`src/rtl/lock_session_ctrl.sv`:
```
// ---------------------------------------------------------------------------
// lock_session_ctrl
//   Session controller in front of the 3-bit combination-lock datapath.
//   Up to NREQ keypad requesters share one code checker. Grants are handed
//   out round-robin, and each session walks through digit entry, a one-cycle
//   code check, and an open window. Consecutive failures are counted, and
//   MAX_FAIL of them in a row put the lock into a timed alarm lockout.
//
//   Optional feature: define LOCK_MASTER_CLR_EN to add the i_master_clr
//   input. In LOCKOUT it ends the lockout on the next cycle; in any other
//   state it only clears the failure count.
//
// Ports
//   i_clk        : clock, rising edge
//   i_reset      : synchronous, active-high reset
//   i_req        : per-requester session request (level)
//   i_dig_valid  : per-requester one-cycle digit strobe
//   i_dig        : per-requester digit, requester r on bits [3r+2:3r]
//   i_master_clr : (LOCK_MASTER_CLR_EN only) master clear of lockout/failures
//   o_grant      : one-hot session grant, zero when no session owns the checker
//   o_locked     : 1 = lock closed
//   o_alarm      : 1 during lockout
//   o_busy       : 1 whenever the controller is not idle
//   o_fail_cnt   : consecutive failed attempts
// ---------------------------------------------------------------------------
module lock_session_ctrl #(
  parameter int                    NREQ           = 2,
  parameter int                    CODE_LEN       = 4,
  parameter logic [3*CODE_LEN-1:0] CODE           = {3'd4, 3'd3, 3'd2, 3'd1},
  parameter int                    TIMEOUT        = 10,
  parameter int                    MAX_FAIL       = 3,
  parameter int                    OPEN_CYCLES    = 8,
  parameter int                    LOCKOUT_CYCLES = 20
) (
  input  logic                 i_clk,
  input  logic                 i_reset,
  input  logic [NREQ-1:0]      i_req,
  input  logic [NREQ-1:0]      i_dig_valid,
  input  logic [3*NREQ-1:0]    i_dig,
`ifdef LOCK_MASTER_CLR_EN
  input  logic                 i_master_clr,
`endif
  output logic [NREQ-1:0]      o_grant,
  output logic                 o_locked,
  output logic                 o_alarm,
  output logic                 o_busy,
  output logic [1:0]           o_fail_cnt
);

  localparam int TMR_MAX0 = (TIMEOUT > OPEN_CYCLES) ? TIMEOUT : OPEN_CYCLES;
  localparam int TMR_MAX  = (TMR_MAX0 > LOCKOUT_CYCLES) ? TMR_MAX0 : LOCKOUT_CYCLES;
  localparam int TMR_W    = (TMR_MAX > 1) ? $clog2(TMR_MAX) : 1;
  localparam int IDX_W    = (CODE_LEN > 1) ? $clog2(CODE_LEN) : 1;
  localparam int PTR_W    = $clog2(NREQ);

  localparam logic [IDX_W-1:0] LAST_IDX  = IDX_W'(CODE_LEN - 1);
  localparam logic [TMR_W-1:0] TO_LAST   = TMR_W'(TIMEOUT - 1);
  localparam logic [TMR_W-1:0] OPEN_LAST = TMR_W'(OPEN_CYCLES - 1);
  localparam logic [TMR_W-1:0] LOCK_LAST = TMR_W'(LOCKOUT_CYCLES - 1);
  localparam logic [1:0]       FAIL_LAST = 2'(MAX_FAIL - 1);
  localparam logic [1:0]       FAIL_MAX  = 2'(MAX_FAIL);

  typedef enum logic [2:0] {IDLE, ENTRY, CHECK, OPEN, LOCKOUT} stateType;

  stateType          r_state;
  stateType          w_nextState;
  logic [NREQ-1:0]   r_grant;
  logic [PTR_W-1:0]  r_rrPtr;
  logic [IDX_W-1:0]  r_idx;
  logic [TMR_W-1:0]  r_timer;
  logic              r_mismatch;
  logic [1:0]        r_failCnt;

  logic              w_found;
  logic [NREQ-1:0]   w_winnerOneHot;
  logic [PTR_W-1:0]  w_nextPtr;
  logic              w_grantReq;
  logic              w_grantValid;
  logic [2:0]        w_grantDig;
  logic [2:0]        w_codeDigit;
  logic              w_masterClr;

`ifdef LOCK_MASTER_CLR_EN
  assign w_masterClr = i_master_clr;
`else
  assign w_masterClr = 1'b0;
`endif

  // Round-robin arbiter: scan from r_rrPtr upward, wrapping modulo NREQ,
  // and take the first active request. The pointer then moves one past the
  // winner, so whoever was just served has the lowest priority next time.
  always_comb begin
    w_found        = 1'b0;
    w_winnerOneHot = '0;
    w_nextPtr      = r_rrPtr;
    for (int off = 0; off < NREQ; off++) begin
      for (int r = 0; r < NREQ; r++) begin
        if (!w_found && i_req[r] && (r == (int'(r_rrPtr) + off) % NREQ)) begin
          w_found           = 1'b1;
          w_winnerOneHot[r] = 1'b1;
          w_nextPtr         = PTR_W'((r + 1) % NREQ);
        end
      end
    end
  end

  // Only the granted requester's keypad is seen by the checker. This block
  // also picks out the expected digit for the current entry position.
  always_comb begin
    w_grantReq   = |(i_req & r_grant);
    w_grantValid = |(i_dig_valid & r_grant);
    w_grantDig   = '0;
    w_codeDigit  = '0;
    for (int r = 0; r < NREQ; r++) begin
      if (r_grant[r]) w_grantDig = i_dig[3*r +: 3];
    end
    for (int k = 0; k < CODE_LEN; k++) begin
      if (r_idx == IDX_W'(k)) w_codeDigit = CODE[3*k +: 3];
    end
  end

  // State register.
  always_ff @(posedge i_clk) begin
    if (i_reset) r_state <= IDLE;
    else         r_state <= w_nextState;
  end

  // Next-state logic. A dropped request aborts entry before any digit in
  // the same cycle is considered.
  always_comb begin
    w_nextState = r_state;
    case (r_state)
      IDLE:    if (w_found) w_nextState = ENTRY;
      ENTRY: begin
        if (!w_grantReq)                              w_nextState = IDLE;
        else if (w_grantValid && r_idx == LAST_IDX)   w_nextState = CHECK;
        else if (!w_grantValid && r_timer == TO_LAST) w_nextState = CHECK;
      end
      CHECK: begin
        if (!r_mismatch)                w_nextState = OPEN;
        else if (r_failCnt == FAIL_LAST) w_nextState = LOCKOUT;
        else                            w_nextState = IDLE;
      end
      OPEN:    if (r_timer == OPEN_LAST) w_nextState = IDLE;
      LOCKOUT: if (r_timer == LOCK_LAST || w_masterClr) w_nextState = IDLE;
      default: w_nextState = IDLE;
    endcase
  end

  // Moore outputs decoded from the state register. The grant and the
  // failure count come straight from their own registers.
  always_comb begin
    o_locked   = (r_state != OPEN);
    o_alarm    = (r_state == LOCKOUT);
    o_busy     = (r_state != IDLE);
    o_grant    = r_grant;
    o_fail_cnt = r_failCnt;
  end

  // Session datapath. One timer is shared by ENTRY, OPEN and LOCKOUT and is
  // cleared on every state change. A timeout marks the attempt as a
  // mismatch, so CHECK treats it like a wrong code.
  always_ff @(posedge i_clk) begin
    if (i_reset) begin
      r_grant    <= '0;
      r_rrPtr    <= '0;
      r_idx      <= '0;
      r_timer    <= '0;
      r_mismatch <= 1'b0;
      r_failCnt  <= '0;
    end else begin
      if (w_nextState != r_state) begin
        r_timer <= '0;
      end else begin
        case (r_state)
          ENTRY:         r_timer <= w_grantValid ? '0 : r_timer + 1'b1;
          OPEN, LOCKOUT: r_timer <= r_timer + 1'b1;
          default:       r_timer <= '0;
        endcase
      end

      case (r_state)
        IDLE: begin
          r_idx      <= '0;
          r_mismatch <= 1'b0;
          if (w_found) begin
            r_grant <= w_winnerOneHot;
            r_rrPtr <= w_nextPtr;
          end
        end
        ENTRY: begin
          if (!w_grantReq) begin
            r_grant <= '0;
          end else if (w_grantValid) begin
            r_mismatch <= r_mismatch | (w_grantDig != w_codeDigit);
            if (r_idx != LAST_IDX) r_idx <= r_idx + 1'b1;
          end else if (r_timer == TO_LAST) begin
            r_mismatch <= 1'b1;
          end
        end
        CHECK: begin
          r_grant <= '0;
          if (!r_mismatch)                 r_failCnt <= '0;
          else if (r_failCnt == FAIL_LAST) r_failCnt <= FAIL_MAX;
          else                             r_failCnt <= r_failCnt + 1'b1;
        end
        LOCKOUT: begin
          if (w_nextState == IDLE) r_failCnt <= '0;
        end
        default: ;
      endcase

      if (w_masterClr) r_failCnt <= '0;
    end
  end

endmodule

```
`config.mk`:
```
export PLATFORM = sky130hd
export DESIGN_NAME = lock_session_ctrl
export DESIGN_NICKNAME = d
export VERILOG_FILES = /design/src/rtl/lock_session_ctrl.sv
export SDC_FILE = /design/constraint.sdc
export NUM_CORES = 1
export LEC_CHECK = 0
export CORE_AREA = 2 2 54 56
export CTS_CLUSTER_DIAMETER = 40
export CTS_CLUSTER_SIZE = 40
export DETAILED_ROUTE_END_ITERATION = 7
export DIE_AREA = 0 0 56 58
export HOLD_SLACK_MARGIN = 0.05
export PLACE_DENSITY = 0.7
export SKIP_LAST_GASP = 1
export SYNTH_ARGS = -nofsm -noshare
export SYNTH_HDL_FRONTEND = slang
export SYNTH_SLANG_ARGS = --single-unit
```
`constraint.sdc`:
```
create_clock -name i_clk -period 1.7 [get_ports i_clk]
set_input_delay 0.17 -clock i_clk [delete_from_list [all_inputs] [get_ports i_clk]]
set_output_delay 0.17 -clock i_clk [all_outputs]
set_load 0.05 [all_outputs]
```
==> results of run 1 <==
==> cells in the final DEF (no fill, tap or decap), types with 3 or more instances in the layout <==
| master | count |
|---|---|
| clkbuf_4 | 3 |
| clkdlybuf4s50_1 | 12 |
| o21ai_0 | 7 |
| nor3_1 | 5 |
| buf_4 | 20 |
| a21oi_1 | 9 |
| ha_1 | 5 |
| nand2b_1 | 4 |
| a211oi_1 | 3 |
| dfxtp_1 | 13 |
| nand2_1 | 12 |
| mux2i_1 | 3 |
| inv_1 | 6 |
| nand3_1 | 8 |
| dfxtp_2 | 3 |
| nor2_1 | 4 |
==> sequential cells by signal, summed over array words and instances (netlist names) <==
name,cells
r_state,3
r_timer,5
r_idx,2
r_mismatch,1
o_grant,2
r_rrPtr,1
o_fail_cnt,2
==> metal layers <==
layer | vias up | track usage, % | wire length [um]
met5 | - | 0 | 0
met1 | 528 | 23.80 | 1250
met2 | 21 | 30.08 | 1348
met4 | 0 | 7.143 | 17
li1 | 558 | - | -
met3 | 2 | 2.902 | 91
==> through the flow <==
stage | instance area [um2] | power, W | cells | setup TNS, ns | worst slack, ns
after floorplan | 1169 | 0.0005285 | 135 | 0 | 0.01064
after CTS | 1455 | 0.0008492 | 193 | 0 | 0.02343
after global routing | 1495 | 0.0008883 | 195 | -0.07009 | -0.03508
after detailed placement | 1414 | 0.0005883 | 189 | -0.2217 | -0.07651
after global placement | 1414 | 0.0005834 | 189 | -0.1460 | -0.03718
final | 1495 | 0.0008507 | 195 | 0 | 0.06566
==> final timing paths <==
check	from	to	slack [ns]	cells after the start
setup / recovery	o_fail_cnt[1]$_SDFFE_PP0P_	o_fail_cnt[1]	0.07	1
hold / removal	r_idx[0]$_SDFFE_PP0P_	r_idx[0]$_SDFFE_PP0P_	0.50	2
setup reg to reg	r_timer[0]$_SDFF_PP0_	r_timer[2]$_SDFF_PP0_	0.08	7
hold reg to reg	r_idx[0]$_SDFFE_PP0P_	r_idx[0]$_SDFFE_PP0P_	0.50	2
==> synthesized netlist by cell type (2+ instances only) <==
cell	n	share of area, %
a211oi_1	3	1.9
a21oi_1	9	3.9
a22o_1	2	1.5
a22oi_1	2	1.3
and3b_1	2	1.5
and4bb_1	2	2.1
buf_2	3	1.3
buf_6	2	1.9
clkbuf_8	2	2.4
dfxtp_1	16	27
ha_1	6	6.4
inv_1	6	1.9
mux2i_1	4	3.4
nand2_1	12	3.9
nand2b_1	4	2.1
nand3_1	8	3.4
nand3b_1	2	1.3
nor2_1	4	1.3
nor3_1	6	2.6
nor3b_2	2	2.1
o21ai_0	7	3.0
o31ai_1	2	1.3
or3_1	2	1.1
or4_1	2	1.3
xnor2_1	2	1.5
xor2_1	2	1.5
==> cell families after synthesis <==
group	Yosys count	synth area share [%]
adders and majority gates	6	6.431
DFF	16	27.44
AOI/OAI and AO/OA	39	23.58
and+or+nand+nor	52	28.30
buffers and inverters	14	7.824
xor gates and xnor gates	4	3.002
muxes	4	3.430
==> repair_timing <==
item	4_1_cts	5_1_grt
setup endpoints to repair	1	10
pin swaps	0	1
buffers inserted	0	2
gates resized for setup	1	6
==> power breakdown <==
part           switching (W)  leakage (nW)  total, W  internal (W)
clock               0.000133        0.0210  0.000264      0.000130
combinational      0.0000952         0.395  0.000184     0.0000887
sequential         0.0000162         0.131  0.000403      0.000387
==> cell type report <==
| cell class | instances | area, um2 | share of cell area [%] |
|---|---|---|---|
| clock buffer | 4 | 36.28 | 2.427 |
| multi-input combinational | 105 | 783.3 | 52.39 |
| tap | 31 | 38.79 | 2.594 |
| sequential | 16 | 324.1 | 21.67 |
| timing repair buffer | 33 | 290.3 | 19.41 |
| inverter | 6 | 22.52 | 1.506 |
==> out/summary.md, run 1 <==
The run finished with clean final reports. The Yosys step of the flow raised 0 warnings. The flip-flop and latch count after synthesis was 16; the transition time at the pin with the least slew margin was 0.4991 ns.

The logs give 1.46 ns for the worst path arrival time and 135 for the synthesized instance count. The y dimension of the die works out to 58 um. For the hold buffer count at cts, the log shows 0.

The synthesized design contains 0 enable-type register cells. The number of antenna violations at the first check in global routing is 0, and the number of pins with negative max-slew slack in the final report is 0. The area of the die came out at 3248 um2.

The H-tree depth is 1. The mean number of vias per cell was 5.687. The critical path buffer and inverter count works out to 1. The worst setup skew after layout is 0.003572 ns, and the overall fraction of global-route tracks in use is 18.15%. The via count of the first global-routing pass is 1,112.

The cell family contributing the most delay on the critical path is buffers and inverters. Setup repair after global routing could not meet its margin everywhere. The tools report the number of fill cells as 255. Clock tree synthesis inserted a total of 3 buffers.

The tightest min-delay check is of the register to register type. The count of nets left with antenna violations once routing finished came out at 0. Summed over all cells, the static leakage comes to 0.5471 nW.

The total number of nets in the final design is 183, and the average footprint of a synthesized cell is 8.647 um2. The global-route wire length before repair is 4.788 mm, and the CTS clock-pin slew for the worst setup and hold paths is 0.10 ns. Summing the sequential cell areas from Yosys gives 27.44% of the chip area. Master cell of the clock root buffer: clkbuf_4. After detailed routing, the average wire length per cell comes to 13.89 um. Hold timing on the final database bottoms out at a slack of 0.5026 ns. Buffers placed on the I/O ports in this run total 18. In this run the core area contains 19 standard-cell rows. The number of nets handed over by synthesis was 153. Number of iterations in the first detailed-routing pass: 4. The run gives 0 as the final hold violation count. For the finished layout, the period the worst path requires is 1.634 ns. The startpoint-to-endpoint class of the critical path is register to output port. Traced cell by cell, the critical path runs through clkdlybuf4s50_1. The antenna diode count came out at 0. For this run, the leading register cell type out of synthesis is dfxtp_1.

The relative area change from synthesis to final layout came out at 28.08%. The worst voltage drop across the vdd grid is 431.9 uV. The worst setup path is launched from a register. After detailed routing, the total wire length is 2.708 mm. The ratio of total power to cell area works out to 569.0 nW/um2. In the final layout, the share of cells above drive strength 1 is 22.56%. Via count of the routed design: 1,109.

The DRC violation count after routing is 0. The total congestion overflow after global routing is 0. Number of placed I/O pins: 19. Worst slew margin relative to its limit: 66.62%. The run gives 2663 um2 as the core footprint. The clock drives 16 sinks. TritonCTS built the clock tree.

In this run the worst path has a maximum fanout of 3. Counting along the longest clock path gives a buffer depth of 2. The tool flagged a number of max-cap violations equal to 0.

At the worst endpoint, the required time is 1.53 ns. The first routing iteration left 32 violations. At the later pin of the worst-skew pair, clock insertion delay measures 0.29 ns.

Detailed placement ended at an HPWL of 2.057 mm. Post-synth design cell area: 1167 um2. For this design, the slowest cell found on the critical path is clkdlybuf4s50_1.

For this run, the top clock speed supported by timing is 611.9 MHz. Horizontal die dimension: 56 um. The post-synthesis cell type count was 47.

Setup violations remaining at the end of the flow were counted as 0. The share of flip-flops with an asynchronous set or reset after synthesis is 0%, and the routability-driven placement congestion ratio is 0.8173. For the largest net degree at the start of global routing, the log shows 13.

Cells fill 56.16% of the core in the end. After layout, the worst path uses 96.14% of the clock period. In this design, the stage delay of the slowest critical-path cell is 0.81 ns. The initial cell density of the core is 43.84%.

STA classifies the critical path endpoint as an output port.
Power figures use the tool's default switching activity.
==> run 2, diff against run 1 <==
- CORE_AREA: 2 2 54 56 -> 2 2 53 55
- DIE_AREA: 0 0 56 58 -> 0 0 55 57
- PLACE_DENSITY: 0.7 -> 0.73
==> out/summary.md, run 2 (same netlist as run 1, synthesis figures left out) <==
The run finished with clean final reports. Number of DRC markers after the initial detailed-route iteration: 26 (-19%). Share of final-layout standard cells stronger than drive strength 1: 27.91% (+5.3 points).

By instance count, the cell type seen most on the critical path is buf_4. The via count of the first global-routing pass is 1,091 (-1.9%). The total number of nets in the final design came out at 191 (+4.4%). For the maximum achievable frequency, the log shows 614.6 MHz (+0.44%). Y dimension of the die: 57 um (-1.7%). The area of the die came out at 3135 um2 (-3.5%).

The data required time of the critical path was 1.53 ns (about the same); the placement-stage cell area was 1459 um2 (+3.2%). The H-tree depth was 1 (unchanged); the number of placement rows was 19 (unchanged). For the final wirelength, the log shows 2.807 mm (+3.7%).

The antenna diode count was 0 (unchanged). The tools report the total power as 0.0008766 W (+3.0%). The top cell types in the final layout, fill and taps aside, are buf_4 (27), nand2_1 (12), clkdlybuf4s50_1 (12). The run gives 44.64% (+0.80 points) as the initial cell density of the core. The number of buffers added on ports came out at 18 (unchanged). The sum of net half-perimeters after detailed placement is 2.115 mm (+2.8%), and the clock insertion delay at the later pin of the skew report is 0.29 ns (about the same). The routability-driven placement congestion ratio is 0.7406 (-9.4%). The setup path with the least slack is of type register to output port. The number of cells in the design after placement is 195 (+3.2%), and the fraction of power spent switching nets is 28.58% (-0.18 points).

The cell at the slowest stage of the critical path is dfxtp_4. Setup repair after global routing could not meet its margin everywhere. The tools report the clock sink count as 16 (unchanged).

Worst hold slack after final layout: 0.4581 ns (-0.04453 ns). The number of standard cells in the final layout excluding fillers was 203 (+4.1%); the overall fraction of global-route tracks in use was 19.38% (+1.2 points). The tools report the DRC violation count after routing as 0 (unchanged). The relative area change from synthesis to final layout works out to 33.33%. In the final layout, the registers with the most flip-flops are r_timer: 5 flops, r_state: 3 flops. The logs give 3 (unchanged) for the number of buffers created by CTS and 1,185 (+6.9%) for the via count of the routed design. The number of fill cells is 229 (-10%).

The portion of the clock cycle consumed by the worst path in the final layout came out at 95.72% (-0.42 points). Core footprint: 2615 um2 (-1.8%). The minimum clock period after layout was 1.627 ns (-0.007135 ns); the power share of the clock group was 29.9% (-1.1 points). The transition time at the pin with the least slew margin came out at 0.4901 ns (-0.008950 ns). CTS placed an instance of clkbuf_4 at the clock tree root.

The logs give 0.0002505 W (+2.4%) for the switching component of the power and 1556 um2 (+4.1%) for the post-layout instance area. The critical path buffer and inverter count came out at 5 (+4). The maximum single-stage delay on the critical path came out at 0.38 ns (-0.43 ns).

For the cell-internal power, the log shows 0.0006261 W (+3.3%). Walking the worst path, the cells encountered are buf_4, buf_4, nor3_2, buf_4, inv_1, buf_6. STA classifies the critical path endpoint as an output port.

The run gives 0 (unchanged) as the number of pins with negative max-slew slack in the final report. The worst-path maximum fanout is 6 (+3). The sequential power share is 45.6% (-1.8 points). The path class of the tightest hold or removal check is register to register.

The logs give 0 (unchanged) for the final hold violation count and 0.5936 nW (+8.5%) for the total leakage power. The run gives 0 (unchanged) as the setup-violating endpoint count in the final report. The number of flip-flops under the largest register name is 5 (unchanged). Number of iterations in the first detailed-routing pass: 4 (unchanged). The worst setup path is launched from a register. Worst path arrival time: 1.46 ns (about the same). The horizontal die dimension came out at 55 um (-1.8%).

Mean number of vias per cell: 5.837 (+2.6%). Global-route wire length before repair: 4.588 mm (-4.2%). The post-route core utilization was 59.52% (+3.4 points); the clock tree buffer depth was 2 (unchanged).

The leading cell type in the layout, fill and taps excluded is buf_4. The number of max-cap violations is 0 (unchanged). The ratio of total power to cell area works out to 563.2 nW/um2 (-1.0%). Largest register by flop count: r_timer.

The run gives 24.6% (+3.0 points) as the fraction of power consumed by combinational cells. The largest net degree at the start of global routing came out at 12 (-1). Worst slew margin relative to its limit: 67.22% (+0.60 points). The CTS clock-pin slew for the worst setup and hold paths came out at 0.10 ns (about the same). Number of placed I/O pins: 19 (unchanged). For the worst setup skew after layout, the log shows 0.0007704 ns (-0.002802 ns). In this design, the largest share of critical-path delay is due to buffers and inverters. For the total congestion overflow after global routing, the log shows 0 (unchanged). The mean routed wirelength per cell was 13.83 um (-0.43%); the number of nets with antenna violations after detailed routing was 0 (unchanged). TritonCTS built the clock tree. Number of antenna violations at the first check in global routing: 0 (unchanged). For the worst voltage drop across the vdd grid, the log shows 501.7 uV (+16%).
## run 2: changes by cell type in the layout (fill, tap and decap cells not counted), sizes merged
cell,change
buf,+8
## run 2: path summary, 6_finish.rpt
path	start	to	slack [ns]	depth (start not counted)
setup / recovery	r_state[0]$_SDFF_PP0_	o_busy	0.07	6
hold / removal	r_timer[0]$_SDFF_PP0_	r_timer[0]$_SDFF_PP0_	0.46	1
setup reg to reg	r_timer[0]$_SDFF_PP0_	o_fail_cnt[1]$_SDFFE_PP0P_	0.08	5
hold reg to reg	r_timer[0]$_SDFF_PP0_	r_timer[0]$_SDFF_PP0_	0.46	1
## run 2: what timing repair did
| action | CTS | global route |
|---|---|---|
| buffers inserted | 1 | 3 |
| gates resized for setup | 2 | 11 |
| endpoints found under the setup margin | 1 | 8 |
| hold buffers | 0 | 0 |
## run 2: metrics by stage
stage / setup WS (ns) / setup TNS (ns)
after global routing: -0.01830 / -0.02300
after floorplan: 0.01064 / 0
after detailed placement: -0.06035 / -0.1540
after global placement: 0.02278 / 0
after CTS: 0.0007898 / 0
final: 0.07280 / 0
## run 2: area by class of cell
class / count / area, um2 / share of cell area [%]
flip-flops and latches: 16 / 332.8 / 21.38
multi-input cells: 105 / 772.0 / 49.60
clock buffers: 4 / 36.28 / 2.331
well taps: 31 / 38.79 / 2.492
inverters: 6 / 22.52 / 1.447
repair buffers: 41 / 354.1 / 22.75
## run 2: worst register-to-register path: cells and delay by family (launching register included)
family,cells,cell delay (ns)
compound gates,2,0.36
fa+ha+maj,1,0.21
flops,1,0.38
simple gates,2,0.61
## run 2: metal layers
layer  vias to the layer above  wire (um)  global-route usage, %
li1                        574          -                      -
met1                       573       1183                  24.30
met2                        32       1459                  32.82
met3                         6        122                  3.927
met4                         0         41                  5.575
met5                         -          0                      0
## run 2: power by group through the flow
stage / clock network, W / logic [W] / registers [W]
floorplan: 0 / 0.000116 / 0.000413
global placement: 0 / 0.000188 / 0.000410
detailed placement: 0 / 0.000194 / 0.000411
CTS: 0.000268 / 0.000198 / 0.000402
global route: 0.000287 / 0.000234 / 0.000402
finish: 0.000262 / 0.000215 / 0.000399
